### src/rtl/mem_load_if.sv
// Handshake and data bundle between a load requester and mem_load_unit.
// The unit takes the slave view; the requester/memory side takes the master view.
interface mem_load_if;
  logic        start;
  logic [1:0]  load_type;
  logic [31:0] addr;
  logic [31:0] mem_data_in;
  logic [31:0] mem_addr;
  logic        mem_read;
  logic        busy;
  logic        done;
  logic        misaligned;
  logic [31:0] mdr_out;
  logic [7:0]  byte_out;

  modport slave (
    input  start, load_type, addr, mem_data_in,
    output mem_addr, mem_read, busy, done, misaligned, mdr_out, byte_out
  );

  modport master (
    output start, load_type, addr, mem_data_in,
    input  mem_addr, mem_read, busy, done, misaligned, mdr_out, byte_out
  );
endinterface

### src/rtl/mem_load_unit.sv
// Load unit: issues one aligned memory read, waits MEM_WAIT cycles, then
// extracts and zero-extends the addressed word/halfword/byte into the MDR.
module mem_load_unit #(
  parameter int unsigned MEM_WAIT = 2
) (
  input  logic          clk,
  input  logic          reset,
  mem_load_if.slave     bus
);

  localparam logic [2:0] S_IDLE = 3'd0;
  localparam logic [2:0] S_READ = 3'd1;
  localparam logic [2:0] S_WAIT = 3'd2;
  localparam logic [2:0] S_DONE = 3'd3;
  localparam logic [2:0] S_ERR  = 3'd4;

  localparam logic [1:0] LT_WORD = 2'b00;
  localparam logic [1:0] LT_HALF = 2'b01;

  localparam logic [3:0] WAIT_INIT = 4'(MEM_WAIT - 1);

  logic [2:0]  state;
  logic [3:0]  wait_cnt;
  logic [31:0] addr_q;
  logic [1:0]  type_q;
  logic [31:0] mdr_q;

  logic        req_misaligned;
  logic [31:0] byte_shifted;
  logic [31:0] load_data;

  always_comb begin
    // NOTE: every always_comb output gets a default first so no path leaves it unassigned and infers a latch.
    req_misaligned = 1'b0;
    case (bus.load_type)
      LT_WORD: req_misaligned = (bus.addr[1:0] != 2'b00);
      LT_HALF: req_misaligned = bus.addr[0];
      default: req_misaligned = 1'b0;
    endcase
  end

  assign byte_shifted = bus.mem_data_in >> {addr_q[1:0], 3'b000};

  always_comb begin
    load_data = '0;
    case (type_q)
      LT_WORD: load_data = bus.mem_data_in;
      LT_HALF: load_data = {16'b0, addr_q[1] ? bus.mem_data_in[31:16] : bus.mem_data_in[15:0]};
      default: load_data = {24'b0, byte_shifted[7:0]};
    endcase
  end

  always_ff @(posedge clk) begin
    // NOTE: sequential state uses non-blocking assignments so all registers update from pre-edge values.
    if (reset) begin
      state    <= S_IDLE;
      wait_cnt <= '0;
      addr_q   <= '0;
      type_q   <= '0;
      mdr_q    <= '0;
    end else begin
      case (state)
        S_IDLE: begin
          if (bus.start) begin
            addr_q <= bus.addr;
            type_q <= bus.load_type;
            state  <= req_misaligned ? S_ERR : S_READ;
          end
        end
        S_READ: begin
          wait_cnt <= WAIT_INIT;
          state    <= S_WAIT;
        end
        S_WAIT: begin
          if (wait_cnt == 4'd0) begin
            mdr_q <= load_data;
            state <= S_DONE;
          end else begin
            wait_cnt <= wait_cnt - 4'd1;
          end
        end
        S_DONE:  state <= S_IDLE;
        S_ERR:   state <= S_IDLE;
        default: state <= S_IDLE;
      endcase
    end
  end

  // Strobes decode straight from state, so reset clears them with the FSM.
  assign bus.mem_read   = (state == S_READ);
  assign bus.busy       = (state != S_IDLE);
  assign bus.done       = (state == S_DONE) || (state == S_ERR);
  assign bus.misaligned = (state == S_ERR);
  assign bus.mem_addr   = {addr_q[31:2], 2'b00};
  assign bus.mdr_out    = mdr_q;
  assign bus.byte_out   = mdr_q[7:0];

endmodule

### src/flat_wrapper.sv
// flat-port wrapper written by rule: the top's interface ports become plain ports
module mem_load_unit_flat 
#(
  parameter int unsigned MEM_WAIT = 2
)
  (clk, reset, bus_start, bus_load_type, bus_addr, bus_mem_data_in, bus_mem_addr, bus_mem_read, bus_busy, bus_done, bus_misaligned, bus_mdr_out, bus_byte_out);
  mem_load_if bus_i ();
  input  logic clk;
  input  logic reset;
  input wire logic [$bits(bus_i.start)-1:0] bus_start;
  input wire logic [$bits(bus_i.load_type)-1:0] bus_load_type;
  input wire logic [$bits(bus_i.addr)-1:0] bus_addr;
  input wire logic [$bits(bus_i.mem_data_in)-1:0] bus_mem_data_in;
  output wire logic [$bits(bus_i.mem_addr)-1:0] bus_mem_addr;
  output wire logic [$bits(bus_i.mem_read)-1:0] bus_mem_read;
  output wire logic [$bits(bus_i.busy)-1:0] bus_busy;
  output wire logic [$bits(bus_i.done)-1:0] bus_done;
  output wire logic [$bits(bus_i.misaligned)-1:0] bus_misaligned;
  output wire logic [$bits(bus_i.mdr_out)-1:0] bus_mdr_out;
  output wire logic [$bits(bus_i.byte_out)-1:0] bus_byte_out;
  assign bus_i.start = bus_start;
  assign bus_i.load_type = bus_load_type;
  assign bus_i.addr = bus_addr;
  assign bus_i.mem_data_in = bus_mem_data_in;
  assign bus_mem_addr = bus_i.mem_addr;
  assign bus_mem_read = bus_i.mem_read;
  assign bus_busy = bus_i.busy;
  assign bus_done = bus_i.done;
  assign bus_misaligned = bus_i.misaligned;
  assign bus_mdr_out = bus_i.mdr_out;
  assign bus_byte_out = bus_i.byte_out;
  mem_load_unit #(.MEM_WAIT(MEM_WAIT)) u_core (.clk(clk), .reset(reset), .bus(bus_i));
endmodule
### config.mk
export PLATFORM = sky130hd
export DESIGN_NAME = mem_load_unit_flat
export DESIGN_NICKNAME = d
export VERILOG_FILES = /design/src/rtl/mem_load_if.sv /design/src/rtl/mem_load_unit.sv /design/src/flat_wrapper.sv
export SDC_FILE = /design/constraint.sdc
export NUM_CORES = 1
export LEC_CHECK = 0
export CAP_MARGIN = 25
export CORE_MARGIN = 5
export CORE_UTILIZATION = 35
export CTS_BUF_LIST = sky130_fd_sc_hd__clkbuf_8
export CTS_CLUSTER_SIZE = 30
export DETAILED_ROUTE_END_ITERATION = 8
export PLACE_DENSITY = 0.68
export SYNTH_ARGS = -nofsm -noshare
export SYNTH_HDL_FRONTEND = slang
export SYNTH_SLANG_ARGS = --single-unit
### constraint.sdc
create_clock -name clk -period 5.85 [get_ports clk]
set_clock_uncertainty 0.05 [all_clocks]
set_input_delay 1.755 -clock clk [delete_from_list [all_inputs] [get_ports clk]]
set_output_delay 1.755 -clock clk [all_outputs]
set_load 0.01 [all_outputs]
### Word-level counts from Yosys, hierarchy flattened

Index checks and enable logic that the tools add are counted.

* $add $sub $neg: 1
* shift operators: 1
* reductions and logical operators: 12
* eq/ne operators: 9
* multiplexer cells: 9

Operators with widths (count)
* case mux 32 bit (2 select lines): 1
* >> shifter 32 x 5 -> 8 bit: 1
* 2-to-1 mux 16 bit: 1
* 2-to-1 mux 3 bit: 3
* case mux 3 bit (3 select lines): 1
* case mux 4 bit (2 select lines): 1
* AND reduction 2 bit: 4
* == test 3 x 2 -> 1 bit, second input constant: 2
* == test 2 x 1 -> 1 bit, second input constant: 2
* zero test 2 bit: 2
* zero test 4 bit: 1
* 2-to-1 mux 4 bit: 1
* inequality test 2 bit, second input constant: 2
* nonzero test 2 bit: 2
* subtractor 4 x 1 -> 4 bit, second input constant: 1
* == test 3 x 1 -> 1 bit, second input constant: 1
* == test 3 bit, second input constant: 1
* zero test 3 bit: 1
* nonzero test 3 bit: 1
* inequality test 2 x 1 -> 1 bit, second input constant: 1
* case mux 1 bit (2 select lines): 1
* logical OR 1 bit: 1

* output and inout port bits: 76
* bits of input ports: 69
* logic and storage cells: 37
* register bits after elaboration: 73

### Longest topological paths before layout

* depth in word-level cells: 5
* gate-level depth with buffers: 8
* gate-level depth less buffers: 6

### Worst setup path after synthesis

OpenSTA, ideal clock, no wires.

* path kind: reg2out
* start: register u_core.state[0]
* end: output bus_mem_read
* data required time: 4.045 ns
* path slack: 2.941 ns
* buffers on the path: 1
* cell stages (with the launch flop): 3
* data arrival time: 1.104 ns
* cells stage by stage: dfxtp_1 clkbuf_1 nor3b_1

* longest elaborated chain between the ends: 1

Ends and longest elaborated chain
* from (decl): RTL line mem_load_unit.sv:22 `logic [2:0] state;`
* from (signal assigned): RTL line mem_load_unit.sv:67 `state <= req_misaligned ? S_ERR : S_READ;`
* == test 3 x 1 -> 1 bit: RTL line mem_load_unit.sv:90 `assign bus.mem_read = (state == S_READ);`
* to (decl): RTL line flat_wrapper.sv:15 `output wire logic [$bits(bus_i.mem_read)-1:0] bus_mem_read;`

Every way passes these cells.

### Worst setup path in the final report

Same ends and word-level chain as after synthesis.

==> metrics.md <==
| Metric | Value |
|---|---|
| Status | finished, final reports clean |
| Via count | 3122 |
| Flop2flop setup slack | around 3.3 ns |
| Gpl congestion | ~0.76 |
| Post-CTS sizing | 0 |
| Worst hold stages | 2 |
| Share of cells above drive strength 1 | 6.40% |
| Commonest non-fill, non-tap cells in the layout | clkdlybuf4s50_1 (141), nand2_1 (95), dfxtp_1 (73), a21oi_1 (59), nand3_1 (25) |
| TritonCTS Sinks | 73 |
| Number of flops mapped to enable cells by yosys | 0 |
| Synth warnings | 0 |
| CTS tree | built |
| Clock Path Buffers | 2 |
| Hold EP | u_core.bus.mdr_out[28] |
| Sequential area share after synthesis | roughly 43% |
| Clk Latency, worst-skew pair | about 0.35 ns |
| Cell depth of the worst flop-to-flop path | 5 |
| Starting Density | a little over a third |
| Asr flop ratio synth | 0% |
| Hold Startpoint | u_core.bus.mdr_out[28] |
| Initial DRC Count | 150 |
| Area grow syn2layout | 43.4% |
| Inserted Clock Buffers | 9 |
| Synth area leader | dfxtp_1 |
| LEAKAGE | between 1.5 and 2 nW |
| All-Layer GR Usage | between 15 and 20% |
| R2R Path Start | u_core.type_q[1] |
| I/O pin total | 145 |
| Min-Delay Path Class | register to register |
| Row count | 35 |
| Setup_tns | 0 ns |
| PD cells | roughly 270 mW/mm2 |
| Startpoint types | register |
| Commonest non-fill, non-tap cell in the layout | clkdlybuf4s50_1 |
| Die footprint | about 0.012 mm2 |
| Finished Layout Cells | 645 |
| Largest net degree at the start of global routing | 74 |
| Final Hold Vio Count | 0 |
| Inst Count DP | 629 |
| Final setup fails | 0 |
| Worst Path Max Fanout | 8 |
| Max-slew headroom | between 40% and 50% |
| Layout Nets | between 500 and 600 |
| Synth Flop Type | dfxtp_1 |
| Crit path launch | u_core.state[0] |
| Post-route clock period utilization | roughly two thirds |
| Max cap viols | 0 |
| Global-route wire length before repair | ~16 mm |
| Flops & latches, synth | 73 |
| Setup bufs post-CTS | 0 |
| CP Data Arrival Time | 2.12 ns |
| # DRC | 0 |
| Mapped cell area | roughly 0.0034 mm2 |
| Iteration count of the initial detailed-routing pass | 4 |
| Antenna violations before repair | 0 |
| FF-to-FF End | u_core.bus.mdr_out[0] |
| CTS HTree Levels | 3 |
| Post-DP HPWL | between 7 and 8 mm |
| Synth cell types | 31 |
| Filler instances | slightly below 900 |
| Vias in the first global route | about 3000 |
| Mean area per synthesized cell | 8.00 um2 |
| GR Overflow Total | 0 |
| Yosys top cell area share | between 40% and 50% |
| Routed Antenna Nets | 0 |
| Leading post-synthesis cells by cell area | dfxtp_1 (43%), nand2_1 (11%), buf_4 (8.9%) |
| RSZ-0062 raised after global routing | false |
| Die X | roughly 110 um |
| Tightest Pin Transition | approximately 0.8 ns |
| Crit path capture type | primary output |
| CTS Hold Bufs | 0 |
| Slew Limit Fails | 0 |
| Core area | approximately 0.0093 mm2 |
| Ant. Diodes | 0 |
| Die H | between 100 and 150 um |
| Fin crit period | between 3 and 4 ns |
| Vias per cell | 4.84 |
| Required @ worst endpoint | approximately 4.1 ns |
| PortBufs | ~140 |
| Root Driver | clkbuf_8 |
| Clock transition at path regs | 0.09 ns |
| Drt wl/cell | 15.7 um |
| Synth Instances | 423 |
| Crit path kind | register to primary output |
| F_max | around 0.25 GHz |
| Final wirelength | ~10 mm |
| Max VDD drop | approximately 0.00010 V |
==> layer usage <==
metal / wire length, um / up-vias / GRT usage (%)
met5: 0 / - / 0
met4: 194 / 0 / 7.48
met3: 491 / 19 / 3.16
met2: 5300 / 84 / 29.7
met1: 4170 / 1445 / 21.1
li1: - / 1574 / -
==> cell type report <==
cell class	count	area, um2	share of cell area [%]
tap	129	161	3.33
clock inverter	7	100	2.06
timing repair buffer	147	1490	30.8
clock buffer	9	124	2.55
inverter	4	15.0	0.310
multi-input combinational	276	1490	30.8
sequential	73	1460	30.1
==> state kept, by name, summed over array words and instances, names as in the netlist <==
register,flops
u_core.addr_q,32
u_core.state,3
u_core.type_q,2
u_core.bus.mdr_out,32
u_core.wait_cnt,4
==> power by group <==
group | leakage [nW] | switching [mW] | internal [mW]
logic | 1.01 | 0.142 | 0.169
registers | 0.595 | 0.0356 | 0.536
clock network | 0.114 | 0.204 | 0.244
==> stage by stage <==
stage	power (mW)	cell area, um2	hold WS (ns)	utilization [%]	worst slack, ns
2_1_floorplan	0.748	3390	0.387	-	2.94
4_1_cts	1.34	4850	0.406	52.0	1.93
5_1_grt	1.40	4850	0.426	52.0	1.78
3_5_place_dp	0.895	4630	0.395	49.6	2.33
6_report	1.33	4850	0.404	52.0	1.93
3_3_place_gp	0.876	4570	0.391	49.0	2.28
==> Yosys cell counts (all sizes together) (9+ instances only) <==
| library cell | number |
|---|---|
| nand2 | 95 |
| dfxtp | 73 |
| a21oi | 59 |
| buf | 43 |
| clkbuf | 28 |
| nand3 | 25 |
| nor2 | 14 |
| nor2b | 10 |
| mux2i | 9 |
==> worst max-delay path by stage <==
| stage | depth (start not counted) | end | slack [ns] |
|---|---|---|---|
| CTS | 2 | bus_mem_read | 1.93 |
| floorplan | 2 | bus_mem_read | 2.94 |
| global route | 2 | bus_mem_read | 1.78 |
| finish | 2 | bus_mem_read | 1.93 |
| detailed placement | 2 | bus_mem_read | 2.33 |
| global placement | 4 | u_core.addr_q[1] | 2.28 |
==> logic make-up after synthesis <==
family	synth area share, %
AND/OR/NAND/NOR	22.5
AO/OA/AOI/OAI	14.7
buffers and inverters	13.0
flip-flops	43.2
multiplexers	5.33
XOR/XNOR	0.777
adder cells (fa/ha/maj)	0.370
other	0.111
==> critical path, stage by stage, from the launching register on <==
cell and delay, ns:
dfxtp_1 0.51, nor3b_1 0.59, clkdlybuf4s50_1 0.66
Note: power is estimated with default switching activity, not from simulation.
